[config.mk]
export PLATFORM = sky130hd
export DESIGN_NAME = output_link_tx
export DESIGN_NICKNAME = d
export VERILOG_FILES = /design/src/rtl/output_link_tx.sv
export SDC_FILE = /design/constraint.sdc
export NUM_CORES = 1
export LEC_CHECK = 0
export BUFFER_PORTS_ARGS = -buffer_cell sky130_fd_sc_hd__buf_2
export CAP_MARGIN = 25
export CORE_ASPECT_RATIO = 0.6
export CORE_MARGIN = 4
export CORE_UTILIZATION = 50
export CTS_CLUSTER_DIAMETER = 60
export CTS_CLUSTER_SIZE = 24
export DETAILED_ROUTE_END_ITERATION = 8
export GPL_TIMING_DRIVEN = 0
export PLACE_DENSITY = 0.83
export SLEW_MARGIN = 10
export SYNTH_ARGS = -nofsm -noshare
export SYNTH_HDL_FRONTEND = slang
export SYNTH_SLANG_ARGS = --single-unit
[constraint.sdc]
create_clock -name clk -period 2.8 [get_ports clk]
set_input_delay 0.14 -clock clk [delete_from_list [all_inputs] [get_ports clk]]
set_output_delay 0.14 -clock clk [all_outputs]
set_load 0.005 [all_outputs]
[src/rtl/output_link_tx.sv]
// Transmit end of a router-to-router link: registers crossbar flits onto the link and
// tracks each downstream VC through reserve, packet transfer and drain handshakes.
package noc_params;
   localparam int VC_NUM  = 2;
   localparam int VC_ID_W = (VC_NUM > 1) ? $clog2(VC_NUM) : 1;
   localparam int DATA_W  = 16;

   typedef enum logic [1:0] {HEAD, BODY, TAIL, HEADTAIL} flit_label_t;

   typedef struct packed {
      flit_label_t          flit_label;
      logic [VC_ID_W-1:0]   vc_id;
      logic [DATA_W-1:0]    data;
   } flit_t;
endpackage

module output_link_tx #(
   parameter int VC_NUM = noc_params::VC_NUM
) (
   input  logic                clk,
   input  logic                rst,
   input  noc_params::flit_t   flit_i,
   input  logic                valid_flit_i,
   input  logic [VC_NUM-1:0]   vc_grant_i,
   input  logic [VC_NUM-1:0]   on_off_i,
   input  logic [VC_NUM-1:0]   vc_allocatable_i,
   output noc_params::flit_t   data_o,
   output logic                valid_flit_o,
   output logic [VC_NUM-1:0]   vc_available_o,
   output logic [VC_NUM-1:0]   vc_ready_o,
   output logic [VC_NUM-1:0]   error_o
);
   import noc_params::*;

   typedef enum logic [2:0] {FREE, RESERVED, ACTIVE, DRAIN_LO, DRAIN_HI} vc_state_e;

   vc_state_e          state_q [VC_NUM];
   vc_state_e          state_d [VC_NUM];
   logic [VC_NUM-1:0]  error_q, error_d;
   flit_t              data_q, data_d;
   logic               valid_q, valid_d;

   logic               multi_grant;
   logic [VC_NUM-1:0]  flit_on, grant_err, flit_err, err_ev;

   // Protocol checks per VC; an offending event freezes that VC's state.
   always_comb begin
      multi_grant = ($countones(vc_grant_i) > 1);
      for (int v = 0; v < VC_NUM; v++) begin
         flit_on[v]   = valid_flit_i && (int'(flit_i.vc_id) == v);
         grant_err[v] = vc_grant_i[v] &&
                        (multi_grant || state_q[v] != FREE || !vc_allocatable_i[v]);
         flit_err[v]  = flit_on[v] &&
                        (!on_off_i[v] ||
                         state_q[v] inside {FREE, DRAIN_LO, DRAIN_HI} ||
                         (state_q[v] == RESERVED && flit_i.flit_label inside {BODY, TAIL}) ||
                         (state_q[v] == ACTIVE && flit_i.flit_label inside {HEAD, HEADTAIL}));
      end
      err_ev = grant_err | flit_err;
   end

   always_comb begin
      // NOTE: every _d signal takes its hold value first so no path leaves it unassigned (no latch).
      for (int v = 0; v < VC_NUM; v++) begin
         state_d[v] = state_q[v];
         if (!err_ev[v]) begin
            case (state_q[v])
               FREE:     if (vc_grant_i[v]) state_d[v] = RESERVED;
               RESERVED: if (flit_on[v])
                            state_d[v] = (flit_i.flit_label == HEADTAIL) ? DRAIN_LO : ACTIVE;
               ACTIVE:   if (flit_on[v] && flit_i.flit_label == TAIL) state_d[v] = DRAIN_LO;
               DRAIN_LO: if (!vc_allocatable_i[v]) state_d[v] = DRAIN_HI;
               DRAIN_HI: if (vc_allocatable_i[v]) state_d[v] = FREE;
               default:  state_d[v] = FREE;
            endcase
         end
      end
      error_d = error_q | err_ev;
      data_d  = flit_i;
      valid_d = valid_flit_i;
   end

   // NOTE: sequential state uses non-blocking assignments so all flops update from pre-edge values.
   always_ff @(posedge clk) begin
      if (rst) begin
         for (int v = 0; v < VC_NUM; v++) state_q[v] <= FREE;
         error_q <= '0;
         data_q  <= '0;
         valid_q <= 1'b0;
      end else begin
         for (int v = 0; v < VC_NUM; v++) state_q[v] <= state_d[v];
         error_q <= error_d;
         data_q  <= data_d;
         valid_q <= valid_d;
      end
   end

   always_comb begin
      for (int v = 0; v < VC_NUM; v++) begin
         vc_available_o[v] = (state_q[v] == FREE) && vc_allocatable_i[v];
         vc_ready_o[v]     = (state_q[v] == RESERVED || state_q[v] == ACTIVE) && on_off_i[v];
      end
   end

   assign data_o       = data_q;
   assign valid_flit_o = valid_q;
   assign error_o      = error_q;
endmodule

## After elaboration in Yosys (flattened, before gate mapping)

Memories as Yosys holds them, arrays and structs flattened.
Index checks and enable logic that the tools add are counted.

| storage, ports and cells | value |
|---|---|
| logic and storage cells | 85 |
| memories | 1 |
| bits in writable memories | 6 |
| output and inout bits | 26 |
| register bits after elaboration | 22 |
| input bits | 28 |

| cells by class | value |
|---|---|
| reductions and logical operators | 41 |
| eq/ne operators | 11 |
| muxes and demuxes | 20 |
| order comparisons | 1 |
| bitwise gates (word level) | 5 |
| add/subtract/negate cells | 1 |

Memories:

| name | depth | width | rd ports | clocked after Yosys merged registers in | write ports | line | source |
|---|---|---|---|---|---|---|---|
| state_q | 2 | 3 | 2 | 0 | 2 | 37 | `vc_state_e state_q [VC_NUM];` |

Operators by type and width:

| kind | count |
|---|---|
| two-way mux 3 bit | 14 |
| one-hot mux 3 bit (5 select lines) | 2 |
| logical AND 1 bit | 16 |
| == test 3 x 2 -> 1 bit (second input constant) | 4 |
| logical OR 1 bit | 12 |
| nonzero test 3 bit | 4 |
| == test 3 x 1 -> 1 bit (second input constant) | 2 |
| == test 3 bit (second input constant) | 2 |
| zero test 3 bit | 2 |
| == test 2 bit (second input constant) | 2 |
| zero test 1 bit | 4 |
| two-way mux 1 bit | 4 |
| OR 2 bit | 2 |
| nonzero test 2 bit | 2 |
| adder 1 x 1 -> 2 bit | 1 |
| == test 2 x 1 -> 1 bit (second input constant) | 1 |
| > comparator 2 x 1 -> 1 bit (second input constant) | 1 |
| zero test 2 bit | 1 |
| OR 1 bit | 2 |
| inverter 1 bit | 1 |

## Logic depth before layout (Yosys ltp)

| depth | value |
|---|---|
| word-level depth | 9 |
| gate-level depth with buffers | 7 |
| mapped depth without buffers | 7 |

## Least setup slack after synthesis

Ideal clock, no wire load.

| timing | value |
|---|---|
| path type | register to register |
| from | memory state_q[0][2] (netlist bit) |
| to | memory state_q[0][2] (netlist bit) |
| library setup time | 0.070 ns |
| stages on the path, launching flop included | 6 |
| path slack | 1.058 ns |
| clock period less this slack | 1.742 ns |
| data required time | 2.730 ns |
| path buffers | 0 |
| arrival | 1.672 ns |
| cell sequence | dfxtp_1 -> or4b_4 -> a21oi_1 -> o311ai_1 -> or4_1 -> a21oi_1 |

RTL lines:

| item | line |
|---|---|
| start: declaration | 37 |

==> run summary <==
top-area cell type share of the netlist area -> 42.6%
synth unique cells -> 45
Vert. Die Dim -> 47.7 um
clk sinks -> 28
type of origin of the critical path -> flop
clock root buffer -> clkbuf_8
PortBufs -> 53
die area -> 3540 um^2
total number of vias -> 1,237
Syn Nets -> 168
Critical R2R Launch -> state_q[0][5]
status -> finished clean
RR Endpoint -> state_q[0][3]
worst-margin pin slew -> 0.504 ns
vias in the first global route -> 1,147
dpl cell area -> 1620 um^2
Synth Cell Area -> 1320 um^2
Hold Path Origin -> flit_i[7]
Worst-Skew Late Latency -> 0.27 ns
drt pass-1 iters -> 4
Tot Pwr -> 865 uW
CTS H-tree lvls -> 1
Seq/Total Area, Yosys -> 42.6%
Worst Clk Skew -> 0.00624 ns
Power Dens Cells -> 516 nW/um^2
largest net degree at the start of global routing -> 16
nets -> 226
Slew Limit Fails -> 0
Ports -> 54
WHS Endpoint -> data_o[7]
Fin. Hold Viols -> 0
Congestion Overflow GR -> 0
hold path depth -> 2
ranking of synthesized cells by area -> dfxtp_1 43%, nor2b_1 10%, a21oi_1 3.4%
placed wire-length estimate -> 2530 um
fillcell total -> 203
CTS resizes -> 0
1st-iter DRT viols -> 117
average size of a mapped cell -> 9.53 um^2
ratio of final minimum period to clock period -> 70.6%
relative slew slack -> 65.9%
worst setup margin -> 0.823 ns
EDFF count, synth -> 0
Req. time, crit path -> 3.01 ns
cell with the most instances after synthesis -> dfxtp_1
Bufs on Longest Clock Path -> 2
FF-to-FF setup slack -> 0.82 ns
maximum VDD drop -> 0.280 mV
CORE AREA -> 2500 um^2
critical path class -> reg -> reg
CP endpoint kind -> flop
Setup Fix Bufs, Post-CTS -> 0
YS warnings -> 0
Data arrival, critical path -> 2.19 ns
leakage power -> 0.768 nW
gpl congestion -> 0.875
Rows -> 14
RSZ-0062 raised after global routing -> no
CTS buffer count -> 3
initial antenna violation count -> 0
Worst R2R Path Depth -> 5
TritonCTS clock tree -> yes
Post-Synthesis Cells -> 138
cts-stage hold buffer count -> 0
post-layout min period -> 1.98 ns
# DRC -> 0
Reg clk slew, reported paths -> 0.09 ns
Starting Density -> 52.5%
final core occ -> 66.9%
largest fanout on the critical path -> 10
WL final -> 3200 um
# setup viols final -> 0
ys async rst share -> 0%
FMAX -> 0.506 GHz
n_diodes -> 0
via/cell ratio -> 5.45
FF+latch count, synth -> 28
final setup TNS -> 0 ns
DR WL/cell -> 14.1 um
Die X -> 74.2 um
total track usage -> 18.3%
Hold Crit Class -> in -> reg
first-pass GRT wire length -> 5000 um
Area Growth Syn to Fin -> 27.4%
post-route design area -> 1680 um^2
Setup WS pre-CTS -> 0.887 ns
Synth area leader -> dfxtp_1
Top FF cell, synth -> dfxtp_1
max_cap viols -> 0
fraction of layout cells with a size suffix above 1 -> 35.4%
antenna viol nets, final -> 0
most frequent cells after synthesis -> 28 x dfxtp_1, 22 x nor2b_1, 9 x a21oi_1, 6 x nand2_1, 6 x o21ai_0
## routing by layer
layer | GRT usage (%) | share of wire, % | up-vias
met2 | 30.3 | 50 | 56
met4 | 5.42 | 0.88 | 0
li1 | - | - | 603
met5 | 0 | 0 | -
met3 | 4.40 | 7.6 | 6
met1 | 24.3 | 42 | 572
## power by group
group / total [mW] / leakage (nW) / switching, mW / internal (mW)
clock network: 0.240 / 0.0288 / 0.115 / 0.126
registers: 0.434 / 0.232 / 0.0122 / 0.422
logic: 0.190 / 0.507 / 0.0957 / 0.0944
total: 0.865 / 0.768 / 0.222 / 0.642
## cell usage in the layout (no fill, tap or decap), drive strengths merged
master,n
buf,57
dfxtp,28
nor2b,22
a21oi,9
clkbuf,8
o21ai,7
nand2,6
inv,5
nor3b,5
nor2,5
a21boi,3
nand3,3
nor4b,3
xnor2,2
nand2b,2
o21a,2
mux2i,2
a2111o,2
o21bai,2
ha,2
and3,2
and2,2
a2111oi,2
or4b,1
nor3,1
and4b,1
o311ai,1
o311a,1
a31oi,1
a211o,1
o31a,1
or4,1
nand4b,1
a22oi,1
o22a,1
o211ai,1
o31ai,1
## worst max-delay path: stages (launching register included)
cell and delay, ns:
dfxtp_1 0.41, clkbuf_1 0.37, nor3b_1 0.13, a2111o_1 0.52, a2111o_1 0.37, a21oi_1 0.11
## sequential cells by signal (all words and copies together), names as in the netlist
name,flops
data_o,19
error_o,2
state_q,6
valid_flit_o,1
## final cells by class
type                    instances  area, um^2  area share [%]
flip-flops and latches         28         561            33.5
repair buffers                 53         265            15.8
plain buffers                   8        60.1            3.58
multi-input cells              97         676            40.3
clock buffers                   4        55.1            3.29
well taps                      32        40.0            2.39
inverters                       5        18.8            1.12
## stage by stage
stage	std cells	hold slack [ns]
6_report	227	0.0714
3_3_place_gp	223	0.349
4_1_cts	227	0.0661
2_1_floorplan	138	0.212
3_5_place_dp	223	0.352
5_1_grt	227	0.0760
## kinds of logic (layout without fill, tap and decap cells)
group | Yosys count | in the layout | synth area share (%)
AOI/OAI and AO/OA | 36 | 36 | 19.3
adders and majority gates | 2 | 2 | 1.90
muxes | 2 | 2 | 1.52
buffers and inverters | 13 | 70 | 5.99
xor gates and xnor gates | 2 | 2 | 1.33
and+or+nand+nor | 55 | 55 | 27.3
DFF | 28 | 28 | 42.6
## worst max path at each step
stage / startpoint / endpoint / slack (ns) / cells past startpoint
after floorplan: state_q[0][2] / state_q[0][2] / 1.06 / 5
after global placement: state_q[0][2] / state_q[0][2] / 0.95 / 5
after detailed placement: state_q[0][2] / state_q[0][2] / 0.89 / 5
after CTS: state_q[0][2] / state_q[0][2] / 0.87 / 5
after global routing: state_q[0][5] / state_q[0][3] / 0.70 / 5
final: state_q[0][5] / state_q[0][3] / 0.82 / 5
No activity file was read; power rests on OpenSTA's default activity.
